`config.mk`:
```
export PLATFORM = sky130hd
export DESIGN_NAME = life_compositor_flat
export DESIGN_NICKNAME = d
export VERILOG_FILES = /design/src/rtl/life_compositor_if.sv /design/src/rtl/life_compositor.sv /design/src/flat_wrapper.sv
export SDC_FILE = /design/constraint.sdc
export NUM_CORES = 1
export LEC_CHECK = 0
export CORE_MARGIN = 10
export CORE_UTILIZATION = 50
export DETAILED_ROUTE_END_ITERATION = 8
export PLACE_DENSITY = 0.7
export SYNTH_ARGS = -nofsm -noshare
export SYNTH_HDL_FRONTEND = slang
export SYNTH_SLANG_ARGS = --single-unit
export TNS_END_PERCENT = 100
```
`constraint.sdc`:
```
create_clock -name i_v_sync -period 4.4 [get_ports i_v_sync]
set_clock_uncertainty 0.1 [all_clocks]
set_input_delay 0.88 -clock i_v_sync [delete_from_list [all_inputs] [get_ports i_v_sync]]
set_output_delay 0.88 -clock i_v_sync [all_outputs]
set_load 0.02 [all_outputs]
```
`src/rtl/life_compositor_if.sv`:
```
// Bundle for life_compositor: object release, player state and the registered game outputs.
// Latency: none. This file only groups wires.
// Backpressure: none. Every signal is a level that is sampled once per frame.
// Ports:
//   RELEASE_BARRIER/RELEASE_COIN [1:0] lane code from the game state machine (00 none, 01 left, 10 mid, 11 right)
//   PLAYER_LANE [1:0], PLAYER_JUMP: player position and airborne flag
//   LIVES, SCORE, ZERO_LIVES, HIT_FLASH: player status back to the state machine and renderer
//   BARRIER_*/COIN_*: falling object slots for the renderer
interface life_compositor_if;
  logic [1:0] RELEASE_BARRIER;
  logic [1:0] RELEASE_COIN;
  logic [1:0] PLAYER_LANE;
  logic       PLAYER_JUMP;
  logic [1:0] LIVES;
  logic [7:0] SCORE;
  logic       ZERO_LIVES;
  logic       BARRIER_ACTIVE;
  logic [1:0] BARRIER_LANE;
  logic [9:0] BARRIER_Y;
  logic       COIN_ACTIVE;
  logic [1:0] COIN_LANE;
  logic [9:0] COIN_Y;
  logic       HIT_FLASH;

  // Game logic side drives the release and player signals, and reads the status.
  modport master (
    output RELEASE_BARRIER, RELEASE_COIN, PLAYER_LANE, PLAYER_JUMP,
    input  LIVES, SCORE, ZERO_LIVES, BARRIER_ACTIVE, BARRIER_LANE, BARRIER_Y,
           COIN_ACTIVE, COIN_LANE, COIN_Y, HIT_FLASH
  );

  // The compositor reads the release and player signals, and drives the status.
  modport slave (
    input  RELEASE_BARRIER, RELEASE_COIN, PLAYER_LANE, PLAYER_JUMP,
    output LIVES, SCORE, ZERO_LIVES, BARRIER_ACTIVE, BARRIER_LANE, BARRIER_Y,
           COIN_ACTIVE, COIN_LANE, COIN_Y, HIT_FLASH
  );
endinterface

```
`src/rtl/life_compositor.sv`:
```
// Falling barrier/coin slots with collision, lives/score bookkeeping and an ALIVE/INVULN/DEAD FSM.
// Latency: every output is registered and reflects the inputs sampled at the previous v_sync edge.
// Backpressure: none. One update happens per frame, and releases are edge-detected against their previous value.
// Ports: i_v_sync (frame clock), i_rst_n (sync active-low reset), bus (life_compositor_if.slave).
module life_compositor #(
  parameter int START_LIVES   = 3,
  parameter int SPEED         = 4,
  parameter int HIT_Y_MIN     = 400,
  parameter int HIT_Y_MAX     = 440,
  parameter int SCREEN_H      = 480,
  parameter int INVULN_FRAMES = 60,
  parameter int COIN_VALUE    = 10
) (
  input  logic             i_v_sync,
  input  logic             i_rst_n,
  life_compositor_if.slave bus
);
  typedef enum logic [1:0] {ALIVE, INVULN, DEAD} state_t;

  localparam logic [9:0]  L_HIT_MIN  = 10'(HIT_Y_MIN);
  localparam logic [9:0]  L_HIT_MAX  = 10'(HIT_Y_MAX);
  localparam logic [10:0] L_SPEED    = 11'(SPEED);
  localparam logic [10:0] L_SCREEN_H = 11'(SCREEN_H);
  localparam logic [8:0]  L_COIN     = 9'(COIN_VALUE);
  localparam logic [15:0] L_INV_LOAD = 16'(INVULN_FRAMES - 1);
  localparam logic [1:0]  L_LIVES0   = 2'(START_LIVES);

  state_t      r_state;
  logic [15:0] r_inv_cnt;
  logic [1:0]  r_lives;
  logic [7:0]  r_score;
  logic        r_zero;
  logic        r_flash;
  logic        r_bar_act;
  logic [1:0]  r_bar_lane;
  logic [9:0]  r_bar_y;
  logic        r_coin_act;
  logic [1:0]  r_coin_lane;
  logic [9:0]  r_coin_y;
  logic [1:0]  r_prev_bar;
  logic [1:0]  r_prev_coin;

  logic        w_bar_spawn;
  logic        w_coin_spawn;
  logic        w_bar_in_win;
  logic        w_coin_in_win;
  logic        w_bar_hit;
  logic        w_coin_hit;
  logic [10:0] w_bar_sum;
  logic [10:0] w_coin_sum;
  logic [8:0]  w_score_sum;

  always_comb begin
    // A spawn needs a new non-zero code. A held code or a return to 00 leaves the slot alone.
    w_bar_spawn   = (bus.RELEASE_BARRIER != 2'b00) && (bus.RELEASE_BARRIER != r_prev_bar);
    w_coin_spawn  = (bus.RELEASE_COIN != 2'b00) && (bus.RELEASE_COIN != r_prev_coin);
    // Collision uses the y value from before this frame's advance.
    w_bar_in_win  = r_bar_act && (r_bar_y >= L_HIT_MIN) && (r_bar_y <= L_HIT_MAX)
                    && (r_bar_lane == bus.PLAYER_LANE);
    w_coin_in_win = r_coin_act && (r_coin_y >= L_HIT_MIN) && (r_coin_y <= L_HIT_MAX)
                    && (r_coin_lane == bus.PLAYER_LANE);
    // A barrier only does damage to a grounded player in ALIVE. Otherwise it keeps falling.
    w_bar_hit     = !w_bar_spawn && w_bar_in_win && !bus.PLAYER_JUMP && (r_state == ALIVE);
    w_coin_hit    = !w_coin_spawn && w_coin_in_win;
    // One extra bit so the despawn compare cannot wrap.
    w_bar_sum     = {1'b0, r_bar_y} + L_SPEED;
    w_coin_sum    = {1'b0, r_coin_y} + L_SPEED;
    w_score_sum   = {1'b0, r_score} + L_COIN;
  end

  always_ff @(posedge i_v_sync) begin
    if (!i_rst_n) begin
      r_state     <= ALIVE;
      r_inv_cnt   <= 16'd0;
      r_lives     <= L_LIVES0;
      r_score     <= 8'd0;
      r_zero      <= 1'b0;
      r_flash     <= 1'b0;
      r_bar_act   <= 1'b0;
      r_bar_lane  <= 2'b00;
      r_bar_y     <= 10'd0;
      r_coin_act  <= 1'b0;
      r_coin_lane <= 2'b00;
      r_coin_y    <= 10'd0;
      r_prev_bar  <= 2'b00;
      r_prev_coin <= 2'b00;
    end else begin
      r_prev_bar  <= bus.RELEASE_BARRIER;
      r_prev_coin <= bus.RELEASE_COIN;
      if (r_state == DEAD) begin
        // Game over: the playfield stays empty, and score and lives are frozen.
        r_bar_act   <= 1'b0;
        r_bar_lane  <= 2'b00;
        r_bar_y     <= 10'd0;
        r_coin_act  <= 1'b0;
        r_coin_lane <= 2'b00;
        r_coin_y    <= 10'd0;
      end else begin
        if (w_bar_spawn) begin
          r_bar_act  <= 1'b1;
          r_bar_lane <= bus.RELEASE_BARRIER;
          r_bar_y    <= 10'd0;
        end else if (w_bar_hit) begin
          r_bar_act  <= 1'b0;
          r_bar_lane <= 2'b00;
          r_bar_y    <= 10'd0;
        end else if (r_bar_act) begin
          if (w_bar_sum >= L_SCREEN_H) begin
            r_bar_act <= 1'b0;
            r_bar_y   <= 10'd0;
          end else begin
            r_bar_y <= w_bar_sum[9:0];
          end
        end

        if (w_coin_spawn) begin
          r_coin_act  <= 1'b1;
          r_coin_lane <= bus.RELEASE_COIN;
          r_coin_y    <= 10'd0;
        end else if (w_coin_hit) begin
          r_coin_act  <= 1'b0;
          r_coin_lane <= 2'b00;
          r_coin_y    <= 10'd0;
          r_score     <= w_score_sum[8] ? 8'hFF : w_score_sum[7:0];
        end else if (r_coin_act) begin
          if (w_coin_sum >= L_SCREEN_H) begin
            r_coin_act <= 1'b0;
            r_coin_y   <= 10'd0;
          end else begin
            r_coin_y <= w_coin_sum[9:0];
          end
        end

        case (r_state)
          ALIVE: begin
            if (w_bar_hit) begin
              r_lives <= r_lives - 2'd1;
              if (r_lives == 2'd1) begin
                r_state <= DEAD;
                r_zero  <= 1'b1;
              end else begin
                r_state   <= INVULN;
                r_flash   <= 1'b1;
                r_inv_cnt <= L_INV_LOAD;
              end
            end
          end
          INVULN: begin
            if (r_inv_cnt == 16'd0) begin
              r_state <= ALIVE;
              r_flash <= 1'b0;
            end else begin
              r_inv_cnt <= r_inv_cnt - 16'd1;
            end
          end
          default: begin
          end
        endcase
      end
    end
  end

  assign bus.LIVES          = r_lives;
  assign bus.SCORE          = r_score;
  assign bus.ZERO_LIVES     = r_zero;
  assign bus.HIT_FLASH      = r_flash;
  assign bus.BARRIER_ACTIVE = r_bar_act;
  assign bus.BARRIER_LANE   = r_bar_lane;
  assign bus.BARRIER_Y      = r_bar_y;
  assign bus.COIN_ACTIVE    = r_coin_act;
  assign bus.COIN_LANE      = r_coin_lane;
  assign bus.COIN_Y         = r_coin_y;
endmodule

```
`src/flat_wrapper.sv`:
```
// flat-port wrapper written by rule: the top's interface ports become plain ports
module life_compositor_flat 
#(
  parameter int START_LIVES   = 3,
  parameter int SPEED         = 4,
  parameter int HIT_Y_MIN     = 400,
  parameter int HIT_Y_MAX     = 440,
  parameter int SCREEN_H      = 480,
  parameter int INVULN_FRAMES = 60,
  parameter int COIN_VALUE    = 10
)
  (i_v_sync, i_rst_n, bus_RELEASE_BARRIER, bus_RELEASE_COIN, bus_PLAYER_LANE, bus_PLAYER_JUMP, bus_LIVES, bus_SCORE, bus_ZERO_LIVES, bus_BARRIER_ACTIVE, bus_BARRIER_LANE, bus_BARRIER_Y, bus_COIN_ACTIVE, bus_COIN_LANE, bus_COIN_Y, bus_HIT_FLASH);
  life_compositor_if bus_i ();
  input  logic i_v_sync;
  input  logic i_rst_n;
  input wire logic [$bits(bus_i.RELEASE_BARRIER)-1:0] bus_RELEASE_BARRIER;
  input wire logic [$bits(bus_i.RELEASE_COIN)-1:0] bus_RELEASE_COIN;
  input wire logic [$bits(bus_i.PLAYER_LANE)-1:0] bus_PLAYER_LANE;
  input wire logic [$bits(bus_i.PLAYER_JUMP)-1:0] bus_PLAYER_JUMP;
  output wire logic [$bits(bus_i.LIVES)-1:0] bus_LIVES;
  output wire logic [$bits(bus_i.SCORE)-1:0] bus_SCORE;
  output wire logic [$bits(bus_i.ZERO_LIVES)-1:0] bus_ZERO_LIVES;
  output wire logic [$bits(bus_i.BARRIER_ACTIVE)-1:0] bus_BARRIER_ACTIVE;
  output wire logic [$bits(bus_i.BARRIER_LANE)-1:0] bus_BARRIER_LANE;
  output wire logic [$bits(bus_i.BARRIER_Y)-1:0] bus_BARRIER_Y;
  output wire logic [$bits(bus_i.COIN_ACTIVE)-1:0] bus_COIN_ACTIVE;
  output wire logic [$bits(bus_i.COIN_LANE)-1:0] bus_COIN_LANE;
  output wire logic [$bits(bus_i.COIN_Y)-1:0] bus_COIN_Y;
  output wire logic [$bits(bus_i.HIT_FLASH)-1:0] bus_HIT_FLASH;
  assign bus_i.RELEASE_BARRIER = bus_RELEASE_BARRIER;
  assign bus_i.RELEASE_COIN = bus_RELEASE_COIN;
  assign bus_i.PLAYER_LANE = bus_PLAYER_LANE;
  assign bus_i.PLAYER_JUMP = bus_PLAYER_JUMP;
  assign bus_LIVES = bus_i.LIVES;
  assign bus_SCORE = bus_i.SCORE;
  assign bus_ZERO_LIVES = bus_i.ZERO_LIVES;
  assign bus_BARRIER_ACTIVE = bus_i.BARRIER_ACTIVE;
  assign bus_BARRIER_LANE = bus_i.BARRIER_LANE;
  assign bus_BARRIER_Y = bus_i.BARRIER_Y;
  assign bus_COIN_ACTIVE = bus_i.COIN_ACTIVE;
  assign bus_COIN_LANE = bus_i.COIN_LANE;
  assign bus_COIN_Y = bus_i.COIN_Y;
  assign bus_HIT_FLASH = bus_i.HIT_FLASH;
  life_compositor #(.START_LIVES(START_LIVES), .SPEED(SPEED), .HIT_Y_MIN(HIT_Y_MIN), .HIT_Y_MAX(HIT_Y_MAX), .SCREEN_H(SCREEN_H), .INVULN_FRAMES(INVULN_FRAMES), .COIN_VALUE(COIN_VALUE)) u_core (.i_v_sync(i_v_sync), .i_rst_n(i_rst_n), .bus(bus_i));
endmodule
```
== After elaboration in Yosys (flattened, before gate mapping) ==
Index checks and enable logic that the tools add are counted.

* Register bits after elaboration: 60
* Latch bits: 0
* Memory bits (writable): 0
* Memory bits (read-only): 0
* Input bits: 9
* Memories kept: 0

* Add/sub/neg operators: 5
* $mul: 0
* Div/mod/pow operators: 0
* $lt $le $gt $ge: 6
* Eq/ne operators: 11
* Shift-type cells: 0
* Multiplexer cells: 27
* Bitwise gates (word level): 3
* Reduce and logical (&&, ||, !) cells: 31

{| class="wikitable"
|+ Operator list
! cell !! count
|-
| 2-to-1 mux 16 bit || 3
|-
| case mux 16 bit (2 select lines) || 1
|-
| adder 10 x 3 -> 11 bit, second input constant || 2
|-
| greater-or-equal comparator 11 x 9 -> 1 bit, second input constant || 2
|-
| greater-or-equal comparator 10 x 9 -> 1 bit, second input constant || 2
|-
| less-or-equal comparator 10 x 9 -> 1 bit, second input constant || 2
|-
| 2-to-1 mux 10 bit || 2
|-
| logical NOT 16 bit || 1
|-
| subtractor 16 x 1 -> 16 bit, second input constant || 1
|-
| 2-to-1 mux 2 bit || 7
|-
| logical AND 1 bit || 12
|-
| 2-to-1 mux 1 bit || 11
|-
| AND reduction 5 bit || 2
|-
| nonzero test 2 bit || 5
|-
| adder 8 x 4 -> 9 bit, second input constant || 1
|-
| 2-to-1 mux 8 bit || 1
|-
| AND reduction 4 bit || 2
|-
| OR reduction 4 bit || 2
|-
| AND reduction 3 bit || 2
|-
| == test 2 x 1 -> 1 bit, second input constant || 2
|-
| == test 2 bit || 2
|-
| inequality test 2 x 1 -> 1 bit, second input constant || 2
|-
| inequality test 2 bit || 2
|-
| inequality test 2 bit, second input constant || 2
|-
| other kinds (8) || 12
|}

== Logic depth before layout (Yosys ltp) ==
* Word-level depth: 9
* Depth in mapped cells: 8
* Gate-level depth less buffers: 7

== Least setup slack after synthesis ==
OpenSTA, ideal clock, no wires.

* Path kind: input port to flip-flop
* Start point: in bus_PLAYER_LANE[1]
* End point: reg u_core.r_score[7], in the netlist u_core.bus.SCORE[7]
* Arrival time: 2.121 ns
* Slack: 2.119 ns
* Stages on the path: 6
* Cells stage by stage: xnor2_1 -> o2111ai_1 -> or3_1 -> buf_6 -> o41ai_2 -> o311a_1

* Longest elaborated chain between the ends: 4

{| class="wikitable"
|+ Ends and longest elaborated chain
! item !! RTL line !! text
|-
| from (decl) || flat_wrapper.sv:18 || <nowiki>input wire logic [$bits(bus_i.PLAYER_LANE)-1:0] bus_PLAYER_LANE;</nowiki>
|-
| == test 2 bit || life_compositor.sv:61 || <nowiki>&& (r_coin_lane == bus.PLAYER_LANE);</nowiki>
|-
| logical AND 1 bit || life_compositor.sv:61 ||
|-
| logical AND 1 bit || life_compositor.sv:64 || <nowiki>w_coin_hit = !w_coin_spawn && w_coin_in_win;</nowiki>
|-
| AND reduction 3 bit (no line) || - ||
|-
| to (signal assigned) || life_compositor.sv:124 || <nowiki>r_score <= w_score_sum[8] ? 8'hFF : w_score_sum[7:0];</nowiki>
|-
| to (decl) || life_compositor.sv:31 || <nowiki>logic [7:0] r_score;</nowiki>
|}

No other way between the ends.
A chain may end at the register's enable or synchronous reset.

== Final worst setup path ==
* Start point: in bus_RELEASE_BARRIER[0]
* End point: reg u_core.r_inv_cnt[8]

* Longest elaborated chain between the ends: 8
* Elaborated cells between the ends (all ways): 9

{| class="wikitable"
|+ Ends and longest elaborated chain
! item !! RTL line !! text
|-
| from (decl) || flat_wrapper.sv:16 || <nowiki>input wire logic [$bits(bus_i.RELEASE_BARRIER)-1:0] bus_RELEASE_BARRIER;</nowiki>
|-
| inequality test 2 bit / nonzero test 2 bit (equally long branches) || life_compositor.sv:55 || <nowiki>w_bar_spawn = (bus.RELEASE_BARRIER != 2'b00) && (bus.RELEASE_BARRIER != r_prev_bar);</nowiki>
|-
| logical AND 1 bit (*) || life_compositor.sv:55 ||
|-
| logical NOT 1 bit (*) || life_compositor.sv:63 || <nowiki>w_bar_hit = !w_bar_spawn && w_bar_in_win && !bus.PLAYER_JUMP && (r_state == ALIVE);</nowiki>
|-
| logical AND 1 bit (*) (3 in series) || life_compositor.sv:63 ||
|-
| inequality test 2 x 1 -> 1 bit (no line) (*) || - ||
|-
| AND reduction 5 bit (no line) (*) || - ||
|-
| to (signal assigned) || life_compositor.sv:153 || <nowiki>r_inv_cnt <= r_inv_cnt - 16'd1;</nowiki>
|-
| to (decl) || life_compositor.sv:29 || <nowiki>logic [15:0] r_inv_cnt;</nowiki>
|}

Every way passes the cells marked *; elsewhere a longest branch is shown, timed or not.

==> impl_metrics.json <==
{
  "die_h_um": 100,
  "synth_area_um2": 3240,
  "synth.area.top_cells": "dfxtp_1 (35%), nand2_1 (3.2%), nand3_1 (3.1%), ha_1 (2.7%), nand4_1 (2.7%)",
  "start_util_pct": 51.3,
  "grt_first_pass_wirelength_um": 12600,
  "switching_power_mw": 0.226,
  "vias": 2888,
  "ys_ff_latch": 56,
  "yosysWarnings": 0,
  "cts.path.max_buffers": 2,
  "dpl-instance-area_um2": 3660,
  "ys.flop_type": "dfxtp_1",
  "syn_inst": 379,
  "synth_edf_count": 0,
  "p_sw_share_pct": 23.6,
  "p_int_mw": 0.733,
  "cts_inserted_buffers": 5,
  "crit_arrival_ns": 2.91,
  "tns_ns": 0,
  "finalPower_mw": 0.959,
  "r2r_start": "u_core.r_state[0]$_SDFFE_PN0P_",
  "drt_iter0_markers": 117,
  "dr.pass1.iters": 4,
  "synth_top_area_cell": "dfxtp_1",
  "worstHoldStart": "u_core.bus.HIT_FLASH$_SDFFE_PN0P_",
  "fmax_mhz": 353,
  "post_cts_resized": 0,
  "overflow": 0,
  "post_synth_num_cell_types": 69,
  "cts_tree": "done",
  "cap_violations": 0,
  "viasPerCell": 5.89,
  "power_density_nw_per_um2": 253,
  "path_cells": "clkdlybuf4s50_1, nor2b_1, o21ai_1, o2111ai_4, nor4_2, o311ai_0",
  "p_clk_share_pct": 37.3,
  "p_leak_nw": 1.33,
  "antenna_cells": 0,
  "final_hold_viol_count": 0,
  "synthArstFlopShare_pct": 0,
  "rows": 29,
  "cts.htree.levels": 2,
  "final_antenna_net_count": 0,
  "layout-drive-gt1-share_pct": 6.54,
  "syn2layout_area_growth_pct": 16.8,
  "cts_sinks": 56,
  "yosysTopAreaCellShare_pct": 34.6,
  "hold_path_class": "reg -> reg",
  "final_util_pct": 59.9,
  "p_comb_share_pct": 8.0,
  "clkTransAtPathRegs_ns": 0.11,
  "clock_latency_ns": 0.31,
  "crit_path_max_fanout": 14,
  "cp_slowest_cell": "nor4_2",
  "end_kind": "flip-flop",
  "min_period_over_period_pct": 64.4,
  "fp.dieW_um": 100,
  "tightest_slew_ns": 0.768,
  "antenna_found_initial": 0,
  "grt_pass1_vias": 2684,
  "postCtsSetupRepairBufs": 0,
  "synth-seq-area-share_pct": 34.6,
  "dp_hpwl_um": 5450,
  "cp.required_ns": 4.47,
  "post-route-cell-area_um2": 3780,
  "avgSynthCellArea_um2": 8.55,
  "rsz0062_at_grt": "false",
  "ios": 47,
  "crit_start": "bus_RELEASE_BARRIER[0]",
  "criticalPathCategory": "in -> reg",
  "crit_path_start_kind": "primary input",
  "io_buffers": 42,
  "period_minus_slack_ns": 2.83,
  "routed_wl_um": 7490,
  "gp_congestion": 0.858,
  "finalSetupViolations": 0,
  "slew_headroom_pct": 48.3,
  "final_nets": 428,
  "floorplan.die_area_um2": 10100,
  "cts_hold_buf": 0,
  "cts-root-buf": "clkbuf_8",
  "slew_violations": 0,
  "power_frac_seq_pct": 54.7,
  "grt_max_degree": 34,
  "ir_drop_mv": 0.167,
  "core_um2": 6310,
  "max_stage_delay_ns": 0.59,
  "grt_use_total_pct": 14.7,
  "remaining_drc_errors": 0,
  "wl_per_cell_um": 15.3,
  "outcome": "complete, no violations"
}
==> Yosys cell counts (8+ instances only) <==
cell      count
a21oi_1      15
and2_1        8
dfxtp_1      56
inv_1        20
nand2_1      28
nand2b_1     12
nand3_1      20
nand4_1      14
nor2_1       22
nor2b_1       9
nor3_1       17
o21ai_0      11
==> layer usage <==
layer | GRT usage [%] | vias to the layer above | part of all wire [%]
li1 | - | 1462 | -
met1 | 18.3 | 1364 | 45
met2 | 24.5 | 58 | 49
met3 | 3.70 | 4 | 5.7
met4 | 3.80 | 0 | 0.45
met5 | 0 | - | 0
==> critical path, delay by kind of cell <==
kind	cells	cell delay [ns]
and+or+nand+nor	2	0.65
AOI/OAI and AO/OA	3	0.82
buffers and inverters	1	0.53
==> kinds of logic (layout without fill, tap and decap cells) <==
group                      count (synthesis)  in the layout  share of synthesized area, %
and+or+nand+nor                          169            169                          30.7
AOI/OAI and AO/OA                         92             92                          22.2
DFF                                       56             56                          34.6
buffers and inverters                     41             72                          5.91
xor gates and xnor gates                   9              9                          2.43
adders and majority gates                  7              7                          2.70
muxes                                      4              4                          1.31
other                                      1              4                         0.116
==> power groups by stage <==
stage                     logic, mW  registers [mW]  clock network (mW)
after floorplan              0.0497           0.537                   0
after global placement       0.0759           0.536                   0
after detailed placement     0.0767           0.536                   0
after CTS                    0.0771           0.524               0.372
after global routing         0.0837           0.526               0.386
final                        0.0769           0.524               0.358
==> final timing paths <==
| path | depth (start not counted) | slack (ns) | end |
|---|---|---|---|
| setup / recovery | 6 | 1.57 | u_core.r_inv_cnt[8]$_SDFFE_PN0P_ |
| hold / removal | 1 | 0.38 | u_core.bus.HIT_FLASH$_SDFFE_PN0P_ |
| setup reg to reg | 5 | 2.12 | u_core.r_inv_cnt[9]$_SDFFE_PN0P_ |
| hold reg to reg | 1 | 0.38 | u_core.bus.HIT_FLASH$_SDFFE_PN0P_ |
==> registers in the layout, indices dropped and copies added, names as in the netlist, 2 cells and up <==
name                     cells
u_core.bus.BARRIER_Y         8
u_core.bus.SCORE             8
u_core.r_prev_coin           2
u_core.bus.BARRIER_LANE      2
u_core.bus.LIVES             2
u_core.r_state               2
u_core.r_inv_cnt            16
u_core.bus.COIN_Y            8
u_core.r_prev_bar            2
u_core.bus.COIN_LANE         2
==> per-stage QoR <==
step / setup WS [ns] / hold WS, ns / cells
2_1_floorplan: 2.12 / 0.369 / 382
5_1_grt: 1.42 / 0.401 / 490
3_5_place_dp: 1.25 / 0.358 / 482
6_report: 1.57 / 0.378 / 490
3_3_place_gp: 1.36 / 0.353 / 482
4_1_cts: 1.61 / 0.383 / 490
==> cell type report <==
| class | count | area, µm² |
|---|---|---|
| Inverter | 21 | 78.8 |
| Sequential cell | 56 | 1120 |
| Clock buffer | 6 | 82.6 |
| Fill cell | 575 | 2530 |
| Timing Repair Buffer | 43 | 428 |
| Clock inverter | 2 | 38.8 |
| Multi-Input combinational cell | 285 | 1940 |
| Tap cell | 77 | 96.3 |
==> cell usage in the layout (no fill, tap or decap), types with 3 or more instances in the layout <==
cell             count
ha_1                 7
nor2b_1              9
o31a_1               4
xor2_1               3
clkbuf_8             6
nand3b_1             4
o211a_1              5
conb_1               4
nand3_1             20
nand4_1             14
o211ai_1             4
and2_1               8
nor2_1              22
dfxtp_1             56
nor4_1               3
o311ai_1             4
o21ai_1              4
nand4b_1             4
o31ai_1              6
o21ai_0             11
nand2_1             28
a211oi_1             3
and3_1               5
or4_1                4
inv_1               20
clkdlybuf4s50_1     42
nor3_1              17
a21oi_1             15
a31oi_1              4
nor3b_1              4
a21boi_0             3
o21a_1               6
nand2b_1            12
xnor2_1              6
(Power assumes the default switching activity.)
